File: src/rtl/pipe_trace_buffer_pkg.sv
// rtl/pipe_trace_buffer_pkg.sv - shared states, opcodes and control-vector layout for the pipeline trace buffer
package pipe_trace_pkg;

  typedef enum logic [2:0] {
    ST_IDLE  = 3'd0,
    ST_ARMED = 3'd1,
    ST_POST  = 3'd2,
    ST_DONE  = 3'd3,
    ST_READ  = 3'd4
  } trace_state_e;

  // Opcodes commonly used as trigger targets
  localparam logic [5:0] OP_LDW   = 6'b010010;
  localparam logic [5:0] OP_STW   = 6'b011010;
  localparam logic [5:0] OP_BL    = 6'b111010;
  localparam logic [5:0] OP_COMBT = 6'b100000;
  localparam logic [5:0] OP_ADDI  = 6'b101101;

  // LSB offsets of the fields inside the 24-bit packed EX control vector
  localparam int CTRL_COMB_LSB     = 0;   // 5 bits
  localparam int CTRL_CO_EN_LSB    = 5;
  localparam int CTRL_PSW_EN_LSB   = 6;
  localparam int CTRL_RF_LE_LSB    = 7;
  localparam int CTRL_SR_LSB       = 8;   // 3 bits
  localparam int CTRL_L_LSB        = 11;
  localparam int CTRL_RAM_CTRL_LSB = 12;  // 4 bits
  localparam int CTRL_ALU_OP_LSB   = 16;  // 4 bits
  localparam int CTRL_SOH_OP_LSB   = 20;  // 3 bits
  localparam int CTRL_BL_LSB       = 23;

  localparam int TS_W = 16;

  // A trigger mask bit of 1 means that opcode bit must equal trig_op
  function automatic logic op_match(input logic [5:0] op, input logic [5:0] trig,
                                    input logic [5:0] mask);
    return ((op ^ trig) & mask) == 6'b0;
  endfunction

endpackage

File: src/rtl/pipe_trace_buffer_if.sv
// rtl/pipe_trace_buffer_if.sv - capture, control and readout bus of the trace buffer (honours TRACE_TIMESTAMP_EN)
interface pipe_trace_buffer_if #(
  parameter int PC_W   = 32,
  parameter int INST_W = 32,
  parameter int CTRL_W = 24,
  parameter int DEPTH  = 16
);
  localparam int AW = $clog2(DEPTH);
`ifdef TRACE_TIMESTAMP_EN
  localparam int TW = PC_W + INST_W + CTRL_W + 16;
`else
  localparam int TW = PC_W + INST_W + CTRL_W;
`endif

  logic              arm;
  logic [5:0]        trig_op;
  logic [5:0]        trig_mask;
  logic [AW-1:0]     post_cnt;
  logic              cap_valid;
  logic [PC_W-1:0]   cap_pc;
  logic [INST_W-1:0] cap_inst;
  logic [CTRL_W-1:0] cap_ctrl;
  logic              rd_req;
  logic              rd_valid;
  logic              rd_last;
  logic [TW-1:0]     rd_data;
  logic [2:0]        state;
  logic              wrapped;
  logic [AW:0]       count;

  modport master (
    output arm, trig_op, trig_mask, post_cnt, cap_valid, cap_pc, cap_inst, cap_ctrl, rd_req,
    input  rd_valid, rd_last, rd_data, state, wrapped, count
  );

  modport slave (
    input  arm, trig_op, trig_mask, post_cnt, cap_valid, cap_pc, cap_inst, cap_ctrl, rd_req,
    output rd_valid, rd_last, rd_data, state, wrapped, count
  );

endinterface

File: src/rtl/pipe_trace_buffer_trace_ram.sv
// rtl/pipe_trace_buffer_trace_ram.sv - simple dual-port trace storage, sync write, registered read
module trace_ram #(
  parameter int DEPTH = 16,
  parameter int W     = 88
) (
  input  logic                     clk,
  input  logic                     rst_n,
  input  logic                     we,
  input  logic [$clog2(DEPTH)-1:0] waddr,
  input  logic [W-1:0]             wdata,
  input  logic                     re,
  input  logic [$clog2(DEPTH)-1:0] raddr,
  output logic [W-1:0]             rdata
);

  logic [W-1:0] mem [DEPTH];

  // Storage array is left unreset so it maps onto plain RAM
  always_ff @(posedge clk) begin
    if (we) mem[waddr] <= wdata;
  end

  // Read register clears on reset so the readout bus idles at zero
  always_ff @(posedge clk or negedge rst_n) begin
    if (!rst_n)  rdata <= '0;
    else if (re) rdata <= mem[raddr];
  end

endmodule

File: src/rtl/pipe_trace_buffer.sv
// rtl/pipe_trace_buffer.sv - ID/EX trace capture with masked-opcode trigger and oldest-first dump (optional TRACE_TIMESTAMP_EN)
module pipe_trace_buffer
  import pipe_trace_pkg::*;
#(
  parameter int PC_W   = 32,
  parameter int INST_W = 32,
  parameter int CTRL_W = 24,
  parameter int DEPTH  = 16
) (
  input  logic                clk,
  input  logic                reset,
  pipe_trace_buffer_if.slave  trc
);

  localparam int AW = $clog2(DEPTH);
`ifdef TRACE_TIMESTAMP_EN
  localparam int TW = PC_W + INST_W + CTRL_W + TS_W;
`else
  localparam int TW = PC_W + INST_W + CTRL_W;
`endif
  localparam logic [AW:0] FULL = (AW+1)'(DEPTH);
  localparam logic [AW:0] ONE  = (AW+1)'(1);

  trace_state_e  st;
  logic [AW-1:0] wr_ptr, rd_ptr, post_ctr, rd_addr;
  logic [AW:0]   cnt, beats_left;
  logic          wrap_q, rd_valid_q, rd_last_q;
  logic          hit, wr_en, rd_en, last_issue;
  logic [TW-1:0] wr_entry, ram_q;

`ifdef TRACE_TIMESTAMP_EN
  logic [TS_W-1:0] ts;

  // Free-running cycle stamp, wraps naturally
  always_ff @(posedge clk or negedge reset) begin
    if (!reset) ts <= '0;
    else        ts <= ts + 1'b1;
  end

  assign wr_entry = {trc.cap_pc, trc.cap_inst, trc.cap_ctrl, ts};
`else
  assign wr_entry = {trc.cap_pc, trc.cap_inst, trc.cap_ctrl};
`endif

  assign hit   = op_match(trc.cap_inst[INST_W-1 -: 6], trc.trig_op, trc.trig_mask);
  // arm takes priority over capture, so the arming cycle is never recorded
  assign wr_en = (st == ST_ARMED || st == ST_POST) && trc.cap_valid && !trc.arm;

  // Read address issue: the rd_req cycle issues the oldest entry, READ issues the rest
  always_comb begin
    rd_en      = 1'b0;
    rd_addr    = rd_ptr;
    last_issue = 1'b0;
    if (!trc.arm) begin
      if (st == ST_DONE && trc.rd_req) begin
        rd_en      = 1'b1;
        rd_addr    = wrap_q ? wr_ptr : '0;
        last_issue = (cnt == ONE);
      end else if (st == ST_READ && beats_left != '0) begin
        rd_en      = 1'b1;
        last_issue = (beats_left == ONE);
      end
    end
  end

  // Control FSM with write pointer, occupancy, post-trigger window and dump sequencing
  always_ff @(posedge clk or negedge reset) begin
    if (!reset) begin
      st         <= ST_IDLE;
      wr_ptr     <= '0;
      rd_ptr     <= '0;
      cnt        <= '0;
      wrap_q     <= 1'b0;
      post_ctr   <= '0;
      beats_left <= '0;
      rd_valid_q <= 1'b0;
      rd_last_q  <= 1'b0;
    end else begin
      rd_valid_q <= rd_en;
      rd_last_q  <= rd_en && last_issue;
      if (trc.arm) begin
        st     <= ST_ARMED;
        wr_ptr <= '0;
        cnt    <= '0;
        wrap_q <= 1'b0;
      end else begin
        if (wr_en) begin
          wr_ptr <= wr_ptr + 1'b1;
          if (cnt == FULL) wrap_q <= 1'b1;
          else             cnt    <= cnt + 1'b1;
        end
        if (rd_en) rd_ptr <= rd_addr + 1'b1;
        case (st)
          ST_ARMED: begin
            // post_cnt is only AW bits wide, so it can never exceed DEPTH-1
            if (trc.cap_valid && hit) begin
              post_ctr <= trc.post_cnt;
              st       <= (trc.post_cnt == '0) ? ST_DONE : ST_POST;
            end
          end
          ST_POST: begin
            if (trc.cap_valid) begin
              post_ctr <= post_ctr - 1'b1;
              if (post_ctr == AW'(1)) st <= ST_DONE;
            end
          end
          ST_DONE: begin
            if (trc.rd_req) begin
              beats_left <= cnt - ONE;
              st         <= ST_READ;
            end
          end
          ST_READ: begin
            if (beats_left != '0) beats_left <= beats_left - ONE;
            if (rd_last_q)        st         <= ST_DONE;
          end
          default: ;
        endcase
      end
    end
  end

  trace_ram #(.DEPTH(DEPTH), .W(TW)) u_ram (
    .clk   (clk),
    .rst_n (reset),
    .we    (wr_en),
    .waddr (wr_ptr),
    .wdata (wr_entry),
    .re    (rd_en),
    .raddr (rd_addr),
    .rdata (ram_q)
  );

  assign trc.rd_valid = rd_valid_q;
  assign trc.rd_last  = rd_last_q;
  assign trc.rd_data  = ram_q;
  assign trc.state    = st;
  assign trc.wrapped  = wrap_q;
  assign trc.count    = cnt;

endmodule

File: src/flat_wrapper.sv
// flat-port wrapper written by rule: the top's interface ports become plain ports
module pipe_trace_buffer_flat import pipe_trace_pkg::*;
#(
  parameter int PC_W   = 32,
  parameter int INST_W = 32,
  parameter int CTRL_W = 24,
  parameter int DEPTH  = 16
)
  (clk, reset, trc_arm, trc_trig_op, trc_trig_mask, trc_post_cnt, trc_cap_valid, trc_cap_pc, trc_cap_inst, trc_cap_ctrl, trc_rd_req, trc_rd_valid, trc_rd_last, trc_rd_data, trc_state, trc_wrapped, trc_count);
  pipe_trace_buffer_if #(.PC_W(PC_W), .INST_W(INST_W), .CTRL_W(CTRL_W), .DEPTH(DEPTH)) trc_i ();
  input  logic clk;
  input  logic reset;
  input wire logic [$bits(trc_i.arm)-1:0] trc_arm;
  input wire logic [$bits(trc_i.trig_op)-1:0] trc_trig_op;
  input wire logic [$bits(trc_i.trig_mask)-1:0] trc_trig_mask;
  input wire logic [$bits(trc_i.post_cnt)-1:0] trc_post_cnt;
  input wire logic [$bits(trc_i.cap_valid)-1:0] trc_cap_valid;
  input wire logic [$bits(trc_i.cap_pc)-1:0] trc_cap_pc;
  input wire logic [$bits(trc_i.cap_inst)-1:0] trc_cap_inst;
  input wire logic [$bits(trc_i.cap_ctrl)-1:0] trc_cap_ctrl;
  input wire logic [$bits(trc_i.rd_req)-1:0] trc_rd_req;
  output wire logic [$bits(trc_i.rd_valid)-1:0] trc_rd_valid;
  output wire logic [$bits(trc_i.rd_last)-1:0] trc_rd_last;
  output wire logic [$bits(trc_i.rd_data)-1:0] trc_rd_data;
  output wire logic [$bits(trc_i.state)-1:0] trc_state;
  output wire logic [$bits(trc_i.wrapped)-1:0] trc_wrapped;
  output wire logic [$bits(trc_i.count)-1:0] trc_count;
  assign trc_i.arm = trc_arm;
  assign trc_i.trig_op = trc_trig_op;
  assign trc_i.trig_mask = trc_trig_mask;
  assign trc_i.post_cnt = trc_post_cnt;
  assign trc_i.cap_valid = trc_cap_valid;
  assign trc_i.cap_pc = trc_cap_pc;
  assign trc_i.cap_inst = trc_cap_inst;
  assign trc_i.cap_ctrl = trc_cap_ctrl;
  assign trc_i.rd_req = trc_rd_req;
  assign trc_rd_valid = trc_i.rd_valid;
  assign trc_rd_last = trc_i.rd_last;
  assign trc_rd_data = trc_i.rd_data;
  assign trc_state = trc_i.state;
  assign trc_wrapped = trc_i.wrapped;
  assign trc_count = trc_i.count;
  pipe_trace_buffer #(.PC_W(PC_W), .INST_W(INST_W), .CTRL_W(CTRL_W), .DEPTH(DEPTH)) u_core (.clk(clk), .reset(reset), .trc(trc_i));
endmodule
File: config.mk
export PLATFORM = sky130hd
export DESIGN_NAME = pipe_trace_buffer_flat
export DESIGN_NICKNAME = d
export VERILOG_FILES = /design/src/rtl/pipe_trace_buffer_pkg.sv /design/src/rtl/pipe_trace_buffer_if.sv /design/src/rtl/pipe_trace_buffer_trace_ram.sv /design/src/rtl/pipe_trace_buffer.sv /design/src/flat_wrapper.sv
export SDC_FILE = /design/constraint.sdc
export NUM_CORES = 2
export LEC_CHECK = 0
export CAP_MARGIN = 20
export CORE_MARGIN = 2
export CORE_UTILIZATION = 45
export DETAILED_ROUTE_END_ITERATION = 12
export PLACE_DENSITY_LB_ADDON = 0.15
export SLEW_MARGIN = 20
export SYNTH_ARGS = -nofsm -noshare
export SYNTH_HDL_FRONTEND = slang
export SYNTH_HIERARCHICAL = 1
export SYNTH_SLANG_ARGS = --single-unit
File: constraint.sdc
create_clock -name clk -period 13.8 [get_ports clk]
set_input_delay 2.07 -clock clk [delete_from_list [all_inputs] [get_ports clk]]
set_output_delay 2.07 -clock clk [all_outputs]
set_load 0.02 [all_outputs]
# [Word level (Yosys, flattened, before mapping)]
# Memories as Yosys holds them, arrays and structs flattened. A register that Yosys moved wholly into a read port is not among the register bits.
# Index checks and enable logic that the tools add are counted.
[word_totals] ff_bits=28 mem_bits_rw=1408 out_inout_bits=99 n_memories=1
[mem_list] memory="u_core.u_ram.mem" words=16 width=88 read_ports=1 rd_clocked_by_memory_dff=1 write_ports=1 line_no="pipe_trace_buffer_trace_ram.sv:16" text="logic [W-1:0] mem [DEPTH];"
[op_classes] addsub=6 eq_ne=18 n_mux=33 bitwise_logic=3 n_reduce_logical=23
[op_table] op="4-bit 2-to-1 mux" count=7
[op_table] op="5-bit 2-to-1 mux" count=5
[op_table] op="3-bit 2-to-1 mux" count=6
[op_table] op="1-bit 2-to-1 mux" count=12
[op_table] op="3-bit != test (second input constant)" count=4
[op_table] op="3-bit one-hot mux with 4 select lines" count=1
[op_table] op="5-bit by 1-bit equality test with 1-bit output (second input constant)" count=2
[op_table] op="2-bit != test (second input constant)" count=5
[op_table] op="5-bit one-hot mux with 2 select lines" count=1
[op_table] op="5-bit nonzero test" count=2
[op_table] op="5-bit by 1-bit subtractor with 5-bit output (second input constant)" count=2
[op_table] op="4-bit by 1-bit adder with 4-bit output (second input constant)" count=2
[op_table] op="4-bit one-hot mux with 2 select lines" count=1
[op_table] op="4-bit AND reduction" count=2
[op_table] op="2-bit nonzero test" count=4
[op_table] op="6-bit AND" count=1
[op_table] op="3-bit by 2-bit equality test with 1-bit output (second input constant)" count=2
[op_table] op="1-bit logical AND" count=6
[op_table] op="6-bit logical NOT" count=1
[op_table] op="2-bit AND reduction" count=3
[op_table] op="6-bit AND reduction" count=1
[op_table] op="6-bit XOR" count=1
[op_table] op="5-bit by 1-bit adder with 5-bit output (second input constant)" count=1
[op_table] op="5-bit equality test (second input constant)" count=1
[op_table] op="other kinds (9)" count=10

# [Depth between registers and ports, before layout]
[depth] ltp_word=7 ltp_mapped=13 ltp_nobuf=8

# [By module]
# Netlist, hierarchy kept.
[by_module_without_submodules] module="trace_ram" instances=1 cells_per_inst=2365 area_each_um2=56808.2 seq_area_each_um2=44482.7
[by_module_without_submodules] module="pipe_trace_buffer" instances=1 cells_per_inst=213 area_each_um2=1920.6 seq_area_each_um2=700.7

# [Worst setup path after synthesis]
# OpenSTA, ideal clock, no wires.
[synth_path] path_kind="input-to-reg" from="in trc_arm" to="mem u_core.u_ram.mem[0][0] (enable)" setup_time_ns=0.642 arrival_ns=9.081 setup_slack_ns=4.076 stages=5 path_buffers=2 path_cell_list="buf_2 > buf_1 > nor2_1 > or3b_2 > nor3_1"
[synth_between] elab_chain_cells=4
[synth_lines] item="start, declared" line_no="flat_wrapper.sv:13" text="input wire logic [$bits(trc_i.arm)-1:0] trc_arm;"
[synth_lines] item="1-bit logical NOT" line_no="pipe_trace_buffer.sv:47" text="assign wr_en = (st == ST_ARMED || st == ST_POST) && trc.cap_valid && !trc.arm;"
[synth_lines] item="1-bit logical AND" line_no="pipe_trace_buffer.sv:47"
[synth_lines] item="via u_core.wr_en" line_no="pipe_trace_buffer.sv:28" text="logic hit, wr_en, rd_en, last_issue;"
[synth_lines] item="1-bit 2-to-1 mux" line_no="pipe_trace_buffer_trace_ram.sv:20" text="if (we) mem[waddr] <= wdata;"
[synth_lines] item="1-bit 2-to-1 mux (implied by the code)" line_no="pipe_trace_buffer_trace_ram.sv:20"
[synth_lines] item="end, declared" line_no="pipe_trace_buffer_trace_ram.sv:16"
# The timed path passes the listed nets, and every way through them passes these cells.

# [Final worst setup path]
[layout_path] from="in trc_arm" to="reg u_core.u_ram.rdata[78] (read register of u_core.u_ram.mem)"
[layout_between] elab_chain_cells=1
[layout_lines] item="4-bit 2-to-1 mux" line_no="pipe_trace_buffer.sv:54" text="if (!trc.arm) begin"
[layout_lines] item="via u_core.rd_addr[2]" line_no="pipe_trace_buffer.sv:25" text="logic [AW-1:0] wr_ptr, rd_ptr, post_ctr, rd_addr;"
[layout_lines] item="end, declared" line_no="pipe_trace_buffer_trace_ram.sv:13" text="output logic [W-1:0] rdata"
# The timed path passes the listed nets, and every way through them passes these cells.
# A chain may end at the register's enable or synchronous reset.

==> summary.md <==
| Metric | Value |
|---|---|
| Yosys reg bits | approximately 1500 |
| CTS tree | built |
| Critical Path RT | between 10000 and 15000 ps |
| Relative slew slack | between 20% and 30% |
| Yosys warns | 6 |
| Vias in the first global route | roughly 29000 |
| Core footprint | roughly 130000 um^2 |
| Mux contribution to synthesized area | 15.3% |
| TritonCTS Sinks | about 1500 |
| Final Skew | 19.5 ps |
| Worst hold path class | reg -> reg |
| Initial antenna violation count | 17 |
| R2R Setup Slk | approximately 8800 ps |
| First-pass GRT wire length | roughly 200000 um |
| Final Hold Viols | 0 |
| Pint | 9.10 mW |
| Pre-CTS WS | between 6000 and 7000 ps |
| IO Pins | 208 |
| Compound-Gate Fraction of Synth Area | 3.75% |
| CTS Buf Count | approximately 160 |
| Min cycle time layout | between 6000 and 7000 ps |
| WL final | around 140000 um |
| Leakage power | between 20 and 25 nW |
| Synthesized area per cell | around 23 um^2 |
| Post-synthesis sequential area ratio | 76.9% |
| Adder-Cell Fraction of Synth Area | less than 1% |
| Final ANT Viol Nets | 0 |
| P&R area growth vs syn | 15.1% |
| Post-synth EDFFs | 1408 |
| Sw Share | approximately 28% |
| Dpl hpwl | between 60000 and 70000 um |
| Die Wd | 365 um |
| CP dominant cell by count | buf_4 |
| CP Class | in -> reg |
| Clock buffer depth | 3 |
| Net count after synthesis | about 2700 |
| Die Height | roughly 370 um |
| RR Startpoint | u_core/trc.state[2] |
| CP max-delay cell | clkdlybuf4s50_1 |
| Pre-antenna DRT Iters | 6 |
| Worst slew pin tran | approximately 1100 ps |
| GRT Residual Overflow | 0 |
| Gpl congestion | between 0.7 and 0.8 |
| Die Area | 133000 um^2 |
| Setup crit start | trc_arm |
| I/O Buffers | between 200 and 250 |
| Wire per inst | about 29 um |
| Peak supply drop | ~150 uV |
| Root Buffer | clkbuf_16 |
| Clock share of power | 32.8% |
| Ys async rst share | under 10% |
| Largest family of logic cells by synthesized area | multiplexers |
| Maxcap violations | 0 |
| Data arrival time of the critical path | roughly 7300 ps |
| Clock transition at path regs | 50 ps |
| Rows | approximately 130 |
| Worst Slack Setup Final | around 7000 ps |
| Post-CTS Resized | 0 |
| Psw | 3.52 mW |
| Largest net degree at the start of global routing | roughly 140 |
| Startpoint Class | primary input |
| Final cell count without fillers | around 4700 |
| Share of cells above drive strength 1 | a little under a quarter |
| Final nets | 2970 |
| Setup TNS | 0 ps |
| Initial core utilization | between 40 and 50% |
| Mapped cell area | between 50000 and 60000 um^2 |
| # setup viols final | 0 |
| Outcome | finished clean |
| Hold-fix buffers, CTS | 0 |
| Post-placement cell count | between 4000 and 5000 |
| Most common flop cell mapped by yosys | edfxtp_1 |
| WHS | 511 ps |
| Buf/Inv on CP | 5 |
| Slowest stage delay, CP | 920 ps |
| Largest delay share family, worst path | buffers and inverters |
| H-tree levels | 4 |
| PD cells | between 150 and 200 nW/um^2 |
| GRT Overall Usage | 21.2% |
| Max-slew violations | 0 |
| RSZ-0062 raised after global routing | false |
| Crit end category | register |
| Post-CTS setup buffers | 0 |
| Fin crit share | 48.9% |
| Most frequent cells in the layout | 1408 x edfxtp_1, 310 x mux4_2, 206 x clkdlybuf4s50_1 |
| Synth Instances | 2578 |
| Synth Area in XOR/XNOR | less than 1% |
| Simple-gate area share of the yosys netlist | about 1.6% |
| Sequential power share | between 40% and 50% |
| Worst-Skew Late Latency | between 700 and 800 ps |
| Post-synth cell types | 61 |
| Via count | between 20000 and 30000 |
| Iter 0 DRT Violations | between 2000 and 3000 |
| Critical-path cell list | clkdlybuf4s50_1, inv_1, nand2b_1, a21oi_1, inv_8, buf_4, buf_4, mux4_1, mux2i_1, a221oi_2 |
| Logic pwr share | 23.5% |
| Most common cell after layout, fill and taps aside | edfxtp_1 |
| Worst hold start | u_core/beats_left[4] |
| Vias per cell | about 5.8 |
| Drc violations | 0 |
| Fmax | around 0.15 GHz |
| CP max FO | between 60 and 70 |
cells in the mapped netlist (all sizes together), types with 2 or more instances:
library cell | number | share of area [%]
nor3b | 4 | 0.060
mux2i | 89 | 1.5
o21ai | 18 | 0.17
ha | 11 | 0.23
a221oi | 88 | 2.2
a21boi | 2 | 0.032
edfxtp | 1408 | 72
a22oi | 2 | 0.026
or3b | 3 | 0.049
inv | 9 | 0.058
nand4 | 5 | 0.053
nor3 | 10 | 0.085
nand4b | 2 | 0.030
clkbuf | 45 | 0.29
o22ai | 91 | 0.97
and2 | 3 | 0.032
nand3 | 11 | 0.094
xor2 | 13 | 0.19
mux4 | 352 | 14
o221a | 2 | 0.038
nor2 | 116 | 0.74
and3 | 3 | 0.032
buf | 104 | 1.6
nand3b | 5 | 0.070
a21oi | 14 | 0.13
dfrtp | 116 | 4.9
xnor2 | 4 | 0.060
nand2b | 7 | 0.075
nand2 | 24 | 0.15
final timing paths:
path,to,cells after the start
setup / recovery,u_core/u_ram/rdata[78],10
hold / removal,u_core/beats_left[4],2
setup reg to reg,u_core/u_ram/rdata[78],9
hold reg to reg,u_core/beats_left[4],2
max in group asynchronous,u_core/u_ram/rdata[78],2
min in group asynchronous,u_core/u_ram/rdata[53],1
registers in the layout (all words and copies together), names as in the netlist:
| name | count |
|---|---|
| u_core/post_ctr | 4 |
| u_core/trc.count | 5 |
| u_core/u_ram/rdata | 88 |
| u_core/u_ram/mem | 1408 |
| u_core/trc.rd_last | 1 |
| u_core/trc.wrapped | 1 |
| u_core/rd_ptr | 4 |
| u_core/trc.state | 3 |
| u_core/beats_left | 5 |
| u_core/trc.rd_valid | 1 |
| u_core/wr_ptr | 4 |
layout make-up:
class                           instances  area, um^2
Fill cell                           10100       61900
Sequential cell                      1524       45200
Multi-Input combinational cell        895       12500
Clock buffer                          240        4580
Timing Repair Buffer                  260        2520
Tap cell                             1742        2180
Clock inverter                         53         528
Inverter                               10        52.6
Antenna cell                            6        15.0
logic make-up after synthesis:
logic type,count (synthesis)
muxes,441
buffers and inverters,159
AOI/OAI and AO/OA,226
and+or+nand+nor,200
DFF,1524
adders and majority gates,11
xor gates and xnor gates,17
metrics by stage:
| stage | power (mW) | area (um^2) | util [%] |
|---|---|---|---|
| 2_1_floorplan | 7.73 | 58700 | - |
| 3_3_place_gp | 8.60 | 62500 | 48.2 |
| 3_5_place_dp | 8.64 | 62500 | 48.2 |
| 4_1_cts | 12.8 | 67600 | 52.2 |
| 5_1_grt | 13.2 | 67600 | 52.2 |
| 6_report | 12.6 | 67600 | 52.2 |
power by group through the flow:
stage / Clock (mW) / Combinational, mW / Sequential [mW]
CTS: 4.24 / 3.03 / 5.53
global placement: 0 / 2.99 / 5.61
finish: 4.14 / 2.97 / 5.52
global route: 4.42 / 3.20 / 5.54
floorplan: 0 / 2.04 / 5.70
detailed placement: 0 / 3.02 / 5.62
layer usage:
metal | wire [um] | share of wire [%] | global-route usage, %
met5 | 69 | 0.050 | 0
met2 | 71600 | 52 | 36.5
met1 | 58100 | 42 | 28.0
met4 | 2930 | 2.1 | 6.11
met3 | 6370 | 4.6 | 3.27
tightest hold or removal path: cells and delay by family (launching register included):
| family | cells | cell delay (ps) |
|---|---|---|
| AOI/OAI and AO/OA | 2 | 120 |
| DFF | 1 | 350 |
Power figures use the tool's default switching activity.
